### config.mk
export PLATFORM = sky130hd
export DESIGN_NAME = instruction_sequencer
export DESIGN_NICKNAME = d
export VERILOG_FILES = /design/src/rtl/instruction_sequencer.sv
export SDC_FILE = /design/constraint.sdc
export NUM_CORES = 1
export LEC_CHECK = 0
export BUFFER_PORTS_ARGS = -buffer_cell sky130_fd_sc_hd__buf_2
export CELL_PAD_IN_SITES_DETAIL_PLACEMENT = 0
export CELL_PAD_IN_SITES_GLOBAL_PLACEMENT = 1
export CORE_MARGIN = 5
export CORE_UTILIZATION = 37
export DETAILED_ROUTE_END_ITERATION = 10
export HOLD_SLACK_MARGIN = 0.08
export PLACE_DENSITY_LB_ADDON = 0.1
export SLEW_MARGIN = 20
export SYNTH_ARGS = -nofsm -noshare
export SYNTH_HDL_FRONTEND = slang
export SYNTH_SLANG_ARGS = --single-unit
### constraint.sdc
create_clock -name clk -period 1.91 [get_ports clk]
set_clock_uncertainty 0.05 [all_clocks]
set_input_delay 0.0955 -clock clk [delete_from_list [all_inputs] [get_ports clk]]
set_output_delay 0.0955 -clock clk [all_outputs]
set_load 0.005 [all_outputs]
### src/rtl/instruction_sequencer.sv
// instruction_sequencer
//   Front end of the GPU. Fetches 16-bit opcodes from a synchronous program
//   memory and broadcasts them to every core on the opcode/execute bus. Owns
//   the 16-entry global register file. Control-flow ops (HALT, JUMP, LOOP,
//   SETLOOP) are consumed here and never broadcast.
//
//   Optional feature macro: SEQ_LOOP_EN
//     defined   : LOOP/SETLOOP use an 8-bit loop counter
//     undefined : no loop counter; LOOP/SETLOOP behave as NOPs (pc++)
//
// Ports
//   clk, rst_n              clock, asynchronous active-low reset
//   start                   start program at address 0 (ignored while busy)
//   abort                   synchronous stop back to IDLE, no done pulse
//   busy                    high while fetching/issuing
//   done                    one-cycle pulse after HALT executes
//   mem_en, mem_addr        program memory read request (address = pc)
//   mem_rdata               program memory data, valid one cycle after mem_en
//   gr_we, gr_addr, gr_wdata  host write port of the global register file
//   opcode, execute         broadcast opcode and its one-cycle strobe
//   global_registers_out    reg y at [BIT_WIDTH*(y+1)-1 : BIT_WIDTH*y]
module instruction_sequencer #(
  parameter int BIT_WIDTH       = 8,
  parameter int PROG_ADDR_WIDTH = 6
) (
  input  logic                         clk,
  input  logic                         rst_n,
  input  logic                         start,
  input  logic                         abort,
  output logic                         busy,
  output logic                         done,
  output logic                         mem_en,
  output logic [PROG_ADDR_WIDTH-1:0]   mem_addr,
  input  logic [15:0]                  mem_rdata,
  input  logic                         gr_we,
  input  logic [3:0]                   gr_addr,
  input  logic [BIT_WIDTH-1:0]         gr_wdata,
  output logic [15:0]                  opcode,
  output logic                         execute,
  output logic [16*BIT_WIDTH-1:0]      global_registers_out
);

  localparam logic [1:0] S_IDLE  = 2'b00;
  localparam logic [1:0] S_FETCH = 2'b01;
  localparam logic [1:0] S_ISSUE = 2'b10;

  localparam logic [1:0] OP_HALT    = 2'b00;
  localparam logic [1:0] OP_JUMP    = 2'b01;
  localparam logic [1:0] OP_LOOP    = 2'b10;
  localparam logic [1:0] OP_SETLOOP = 2'b11;

  localparam logic [PROG_ADDR_WIDTH-1:0] PC_ONE = PROG_ADDR_WIDTH'(1);

  logic [1:0]                 state;
  logic [PROG_ADDR_WIDTH-1:0] pc;
  logic [PROG_ADDR_WIDTH-1:0] pc_inc;
  logic [PROG_ADDR_WIDTH-1:0] target;
  logic                       seq_op;
  logic [1:0]                 sub_op;
  logic                       issue;
  logic                       loop_taken;
  logic [BIT_WIDTH-1:0]       gregs [16];

  // Decode of the word returned for the current ISSUE cycle.
  always_comb begin
    seq_op = (mem_rdata[15:14] == 2'b11) && !mem_rdata[8];
    sub_op = mem_rdata[13:12];
    target = mem_rdata[PROG_ADDR_WIDTH-1:0];
    pc_inc = pc + PC_ONE;
  end

  // abort wins over decode, so side effects of the issuing word are gated here.
  assign issue = (state == S_ISSUE) && !abort;

`ifdef SEQ_LOOP_EN
  logic [7:0] loop_cnt;

  assign loop_taken = (loop_cnt > 8'd1);

  // Survives abort and program end; only reset, LOOP and SETLOOP change it.
  always_ff @(posedge clk or negedge rst_n) begin
    if (!rst_n) begin
      loop_cnt <= '0;
    end else if (issue && seq_op) begin
      if (sub_op == OP_LOOP) begin
        loop_cnt <= loop_taken ? (loop_cnt - 8'd1) : '0;
      end else if (sub_op == OP_SETLOOP) begin
        loop_cnt <= mem_rdata[7:0];
      end
    end
  end
`else
  assign loop_taken = 1'b0;
`endif

  always_ff @(posedge clk or negedge rst_n) begin
    if (!rst_n) begin
      state   <= S_IDLE;
      pc      <= '0;
      opcode  <= '0;
      execute <= 1'b0;
      done    <= 1'b0;
    end else begin
      execute <= 1'b0;
      done    <= 1'b0;
      if (abort) begin
        state <= S_IDLE;
        pc    <= '0;
      end else begin
        case (state)
          S_IDLE: begin
            if (start) state <= S_FETCH;
          end
          S_FETCH: begin
            state <= S_ISSUE;
          end
          S_ISSUE: begin
            state <= S_FETCH;
            pc    <= pc_inc;
            if (seq_op) begin
              case (sub_op)
                OP_HALT: begin
                  state <= S_IDLE;
                  pc    <= '0;
                  done  <= 1'b1;
                end
                OP_JUMP:    pc <= target;
                OP_LOOP:    pc <= loop_taken ? target : pc_inc;
                OP_SETLOOP: pc <= pc_inc;
                default:    pc <= pc_inc;
              endcase
            end else begin
              opcode  <= mem_rdata;
              execute <= 1'b1;
            end
          end
          default: state <= S_IDLE;
        endcase
      end
    end
  end

  assign busy     = (state == S_FETCH) || (state == S_ISSUE);
  assign mem_en   = (state == S_FETCH);
  assign mem_addr = pc;

  // Host writes land on the next edge regardless of sequencer state.
  always_ff @(posedge clk or negedge rst_n) begin
    if (!rst_n) begin
      for (int unsigned i = 0; i < 16; i++) gregs[i] <= '0;
    end else if (gr_we) begin
      gregs[gr_addr] <= gr_wdata;
    end
  end

  always_comb begin
    global_registers_out = '0;
    for (int unsigned i = 0; i < 16; i++) begin
      global_registers_out[BIT_WIDTH*i +: BIT_WIDTH] = gregs[i];
    end
  end

endmodule
# Yosys cells after proc, flatten, opt, wreduce, memory -nomap -nowiden

Cells that the tools add are included.

Flip-flop bits (word level): 154
Input port bits: 33
Output and inout bits: 154
Word-level logic and storage cells: 62

Add/subtract/negate cells: 1
Magnitude comparators: 2
Equal/unequal tests: 7
Mux-type cells: 19
Bitwise logic cells: 3
Reduce and logical (&&, ||, !) cells: 9

Operator list:

| cell                | number |
|---|---|
| $bwmux 128          | 1 |
| $demux 8 s4         | 1 |
| $mux 6              | 3 |
| $pmux 6 s3          | 1 |
| $mux 1              | 9 |
| $eq 2x2->1 const B  | 4 |
| $mux 8              | 1 |
| $add 6x1->6 const B | 1 |
| $pmux 2 s3          | 1 |
| $ge 5x5->1 const B  | 1 |
| $lt 5x1->1 const B  | 1 |
| $not 4->5           | 1 |
| $eq 2x1->1 const B  | 2 |
| $logic_not 2->1     | 2 |
| $mux 2              | 2 |
| $ne 3x3->1 const B  | 1 |
| $reduce_and 3->1    | 1 |
| $logic_and 1x1->1   | 2 |
| $not 1->1           | 2 |
| $reduce_bool 2->1   | 1 |
| $reduce_or 2->1     | 1 |
| $logic_not 1->1     | 1 |
| $logic_or 1x1->1    | 1 |

# Depth between registers and ports, before layout

Depth after elaboration: 6
Gate-level depth with buffers: 6
Gate-level depth less buffers: 6

# Worst setup path before layout

No wires, ideal clock.

Kind: register to register
From: reg state[0]
To: reg opcode[10]
Library setup time: 0.125 ns
Arrival: 1.609 ns
Data required time: 1.735 ns
Setup slack: 0.127 ns
Stages on the path, launching flop included: 7
Path buffers: 0
Clock period less this slack: 1.783 ns
Path through: dfrtp_1 inv_1 ha_1 nor2b_1 o21ai_2 inv_2 mux2_2

Word-level cells in the longest chain between the ends: 2

RTL lines:

| element                    | line | RTL |
|---|---|---|
| start: declaration         | 54   | `logic [1:0] state;` |
| start signal: assignment   | 98   | `state <= S_IDLE;` |
| start signal: assignment   | 107  | `state <= S_IDLE;` |
| start signal: assignment   | 112  | `if (start) state <= S_FETCH;` |
| $eq 2x2->1                 | 110  | `case (state)` |
| $reduce_and 3->1 (no line) | n/a  |  |
| end signal: assignment     | 133  | `opcode <= mem_rdata;` |
| end: declaration           | 38   | `output logic [15:0] opcode,` |

Every way passes these cells.
A chain may end at the register's enable or synchronous reset.

# Worst setup path in the final report

From: in mem_rdata[8]
To: reg pc[0] (netlist: mem_addr[0])

Word-level cells in the longest chain between the ends: 5

RTL lines:

| element                | line | RTL |
|---|---|---|
| start: declaration     | 34   | `input logic [15:0] mem_rdata,` |
| $logic_not 1->1        | 66   | `seq_op = (mem_rdata[15:14] == 2'b11) && !mem_rdata[8];` |
| $logic_and 1x1->1      | 66   |  |
| $mux 6                 | 120  | `if (seq_op) begin` |
| $mux 6                 | 110  |  |
| $mux 6                 | 106  | `if (abort) begin` |
| end signal: assignment | 119  | `pc <= pc_inc;` |
| end signal: assignment | 127  | `OP_JUMP: pc <= target;` |
| end signal: assignment | 128  | `OP_LOOP: pc <= loop_taken ? target : pc_inc;` |
| end: declaration       | 55   | `logic [PROG_ADDR_WIDTH-1:0] pc;` |

Every way passes these cells. The select of a mux whose other input is x is not followed.

==> insert_results.sql <==
INSERT INTO impl_metrics (metric_group, metric, value, unit) VALUES
('hold_path', 'worst_hold_path_type', 'input port to async pin', ''),
('die', 'num_rows', '46', ''),
('synth', 'ys_ff_latch', '154', ''),
('synth', 'yosysMostFrequentCell', 'sky130_fd_sc_hd__dfrtp_1', ''),
('timing', 'timing.fmax', '548', 'MHz'),
('clock_tree', 'cts_inserted_buffers', '17', ''),
('route', 'detailedRoute.firstIterationViolations', '156', ''),
('place', 'buffer_ports.inserted', '186', ''),
('clock_tree', 'max-clock-path-buffers', '2', ''),
('synth', 'postSynthAreaPerCell', '15.4', 'um^2'),
('critical_path', 'critical_path.most_common_cell', 'sky130_fd_sc_hd__dlygate4sd3_1', ''),
('clock_tree', 'cts_tree', 'done', ''),
('global_route', 'via_count_of_the_first_global_routing_pass', '4496', ''),
('clock_tree', 'clock_latency', '0.41', 'ns'),
('route', 'drt-wirelength-per-cell', '19.5', 'um'),
('synth', 'synth-adder-area-share', '1.03', '%'),
('critical_path', 'worstPathArrival', '2.13', 'ns'),
('die', 'die-width', '138', 'um'),
('critical_path', 'critPathMaxStageDelay', '0.58', 'ns'),
('outcome', 'outcome', 'finished clean', ''),
('place', 'gp_routability_congestion', '0.759', ''),
('synth', 'yosys-top-cells-count', '154 x sky130_fd_sc_hd__dfrtp_1, 141 x sky130_fd_sc_hd__mux2_2, 12 x sky130_fd_sc_hd__clkbuf_1', ''),
('clock_tree', 'cts_setup_buffers', '0', ''),
('final_layout', 'drive_gt1_share', '60.3', '%'),
('timing', 'max_slew_margin', '61.5', '%'),
('die', 'io_pins', '187', ''),
('synth', 'seq_total_area_yosys', '63.3', '%'),
('synth', 'yosys-mux-area-fraction', '26.8', '%'),
('global_route', 'antenna_violations_before_repair', '0', ''),
('die', 'core_region_area', '0.0160', 'mm^2'),
('timing', 'min_period_over_period', '95.5', '%'),
('die', 'design.die.area', '0.0191', 'mm^2'),
('synth', 'dominantRegCellSynth', 'sky130_fd_sc_hd__dfrtp_1', ''),
('power_and_ir_drop', 'total_leakage_power', '3.97', 'nW'),
('power_and_ir_drop', 'power_per_cell_area', '1220', 'mW/mm^2'),
('timing', 'tmin_final', '1.82', 'ns'),
('synth', 'synth_top_area_share', '63.3', '%'),
('synth', 'syn-instance-count', '396', ''),
('route', 'remaining_drc_errors', '0', ''),
('synth', 'synth.yosys.warnings', '0', ''),
('die', 'initial_core_util', '38.0', '%'),
('synth', 'yosys_cell_types', '35', ''),
('timing', 'finalWorstSetupSlack', '0.0851', 'ns'),
('critical_path', 'worstPathRequired', '2.21', 'ns'),
('final_layout', 'nNetsFinal', '654', ''),
('place', 'place_ws', '0.174', 'ns'),
('die', 'die_h', '138', 'um'),
('synth', 'synth-compound-area-share', '2.28', '%'),
('place', 'post_detailed_placement_cell_area', '0.00733', 'mm^2'),
('critical_path', 'critical_path_class', 'input port to register', ''),
('route', 'routed_wirelength', '16.5', 'mm'),
('synth', 'syn_area', '0.00608', 'mm^2'),
('route', 'post_drt_via_cell_ratio', '4.86', ''),
('critical_path', 'cp-start-kind', 'input port', ''),
('final_layout', 'count_of_antenna_diodes_in_the_layout', '0', ''),
('timing', 'fin_worst_hold_slack', '0.109', 'ns'),
('clock_tree', 'worst_setup_hold_path_clk_slew', '0.06', 'ns'),
('final_layout', 'layout-area-overhead-vs-synth', '33.8', '%'),
('timing', 'final_hold_viol_count', '0', ''),
('synth', 'basic_gate_share_of_the_synthesized_area_counting_and_or_nand_and_nor_cells', '5.14', '%'),
('critical_path', 'critical_path.endpoint_type', 'register', ''),
('route', 'drtAntennaViolNets', '0', ''),
('timing', 'finalMaxSlewViolations', '0', ''),
('power_and_ir_drop', 'vdd_ir_drop_max', '0.606', 'mV'),
('critical_path', 'critical_path.slowest_cell', 'sky130_fd_sc_hd__dlygate4sd3_1', ''),
('job', 'max_cap_violations', '0', ''),
('clock_tree', 'ctsHtreeMaxLevel', '4', ''),
('critical_path', 'path_cells', 'dlygate4sd3_1 > buf_2 > and4bb_1 > nand3_1 > a311oi_1 > dlygate4sd3_1', ''),
('timing', 'setup-violations-final', '0', ''),
('synth', 'synth_edf_count', '0', ''),
('critical_path', 'critical_path.max_fanout', '7', '');
-- worst max-delay path, delay by kind of cell --
kind | cells | cell delay (ns)
simple gates | 2 | 0.52
compound gates | 1 | 0.25
buf+inv | 3 | 1.26
-- state kept, by name (all words and copies together), names as in the netlist --
signal,count
state,2
execute,1
global_registers_out,128
opcode,16
mem_addr,6
done,1
-- power by group --
group | internal, W | switching [W]
Sequential | 0.00407 | 0.000415
Clock | 0.00209 | 0.00129
Combinational | 0.00120 | 0.000874
-- repair_timing --
item	4_1_cts	5_1_grt
resized for setup	0	2
hold buffers	21	0
endpoints found under the setup margin	0	1
endpoints found under the hold margin	179	0
-- placed cells by master (no fill, tap or decap), types with 4 or more instances in the layout --
master / synthesis / layout
sky130_fd_sc_hd__dfrtp_1: 154 / 154
sky130_fd_sc_hd__clkbuf_16: 0 / 17
sky130_fd_sc_hd__nand2b_1: 6 / 6
sky130_fd_sc_hd__mux2i_1: 4 / 4
sky130_fd_sc_hd__nand2_1: 9 / 9
sky130_fd_sc_hd__dlygate4sd3_1: 0 / 21
sky130_fd_sc_hd__nor2_2: 9 / 9
sky130_fd_sc_hd__mux2_2: 141 / 141
sky130_fd_sc_hd__nor2_1: 4 / 4
sky130_fd_sc_hd__ha_1: 5 / 5
sky130_fd_sc_hd__o21ai_0: 4 / 4
sky130_fd_sc_hd__buf_2: 5 / 185
sky130_fd_sc_hd__inv_1: 4 / 4
sky130_fd_sc_hd__buf_4: 0 / 8
-- worst paths after layout --
path	from	to	slack (ns)	cells past startpoint
max reg2reg	state[0]$_DFFE_PN0P_	mem_addr[0]$_DFFE_PN0P_	0.10	6
min reg2reg	opcode[15]$_DFFE_PN0P_	opcode[15]$_DFFE_PN0P_	0.45	1
min	rst_n	global_registers_out[4]$_DFFE_PN0P_	0.11	2
max in group asynchronous	rst_n	opcode[4]$_DFFE_PN0P_	1.06	3
min in group clk	gr_wdata[7]	global_registers_out[7]$_DFFE_PN0P_	0.19	2
max	mem_rdata[8]	mem_addr[0]$_DFFE_PN0P_	0.09	6
-- area by class of cell --
class                           count  area [um^2]  area share [%]
Clock buffer                       21          450            5.53
Clock inverter                     11          145            1.78
Inverter                            5         18.8           0.230
Multi-Input combinational cell    220         2150            26.4
Sequential cell                   154         3850            47.3
Tap cell                          216          270            3.32
Timing Repair Buffer              218         1260            15.5
-- cell families (layout without fill, tap and decap cells) --
logic type,after synthesis,after routing
multiplexers,145,145
adder cells (fa/ha/maj),5,5
flip-flops,154,154
AND/OR/NAND/NOR,52,52
buffers and inverters,22,255
AO/OA/AOI/OAI,18,18
-- routing by layer --
layer  GRT usage, %  part of all wire (%)  vias up
met3           4.97                   5.1       28
met5              0                     0        -
li1               -                     -     1866
met4           5.93                   2.0        0
met2           29.2                    50      116
met1           22.4                    43     2094
-- metrics by stage --
step	cells	total power, W	util (%)
floorplan	396	0.00537	-
global placement	792	0.00658	45.8
detailed placement	792	0.00665	45.8
CTS	845	0.0101	50.8
global route	845	0.0105	50.9
finish	845	0.00994	50.9
Note: power is estimated with default switching activity, not from simulation.
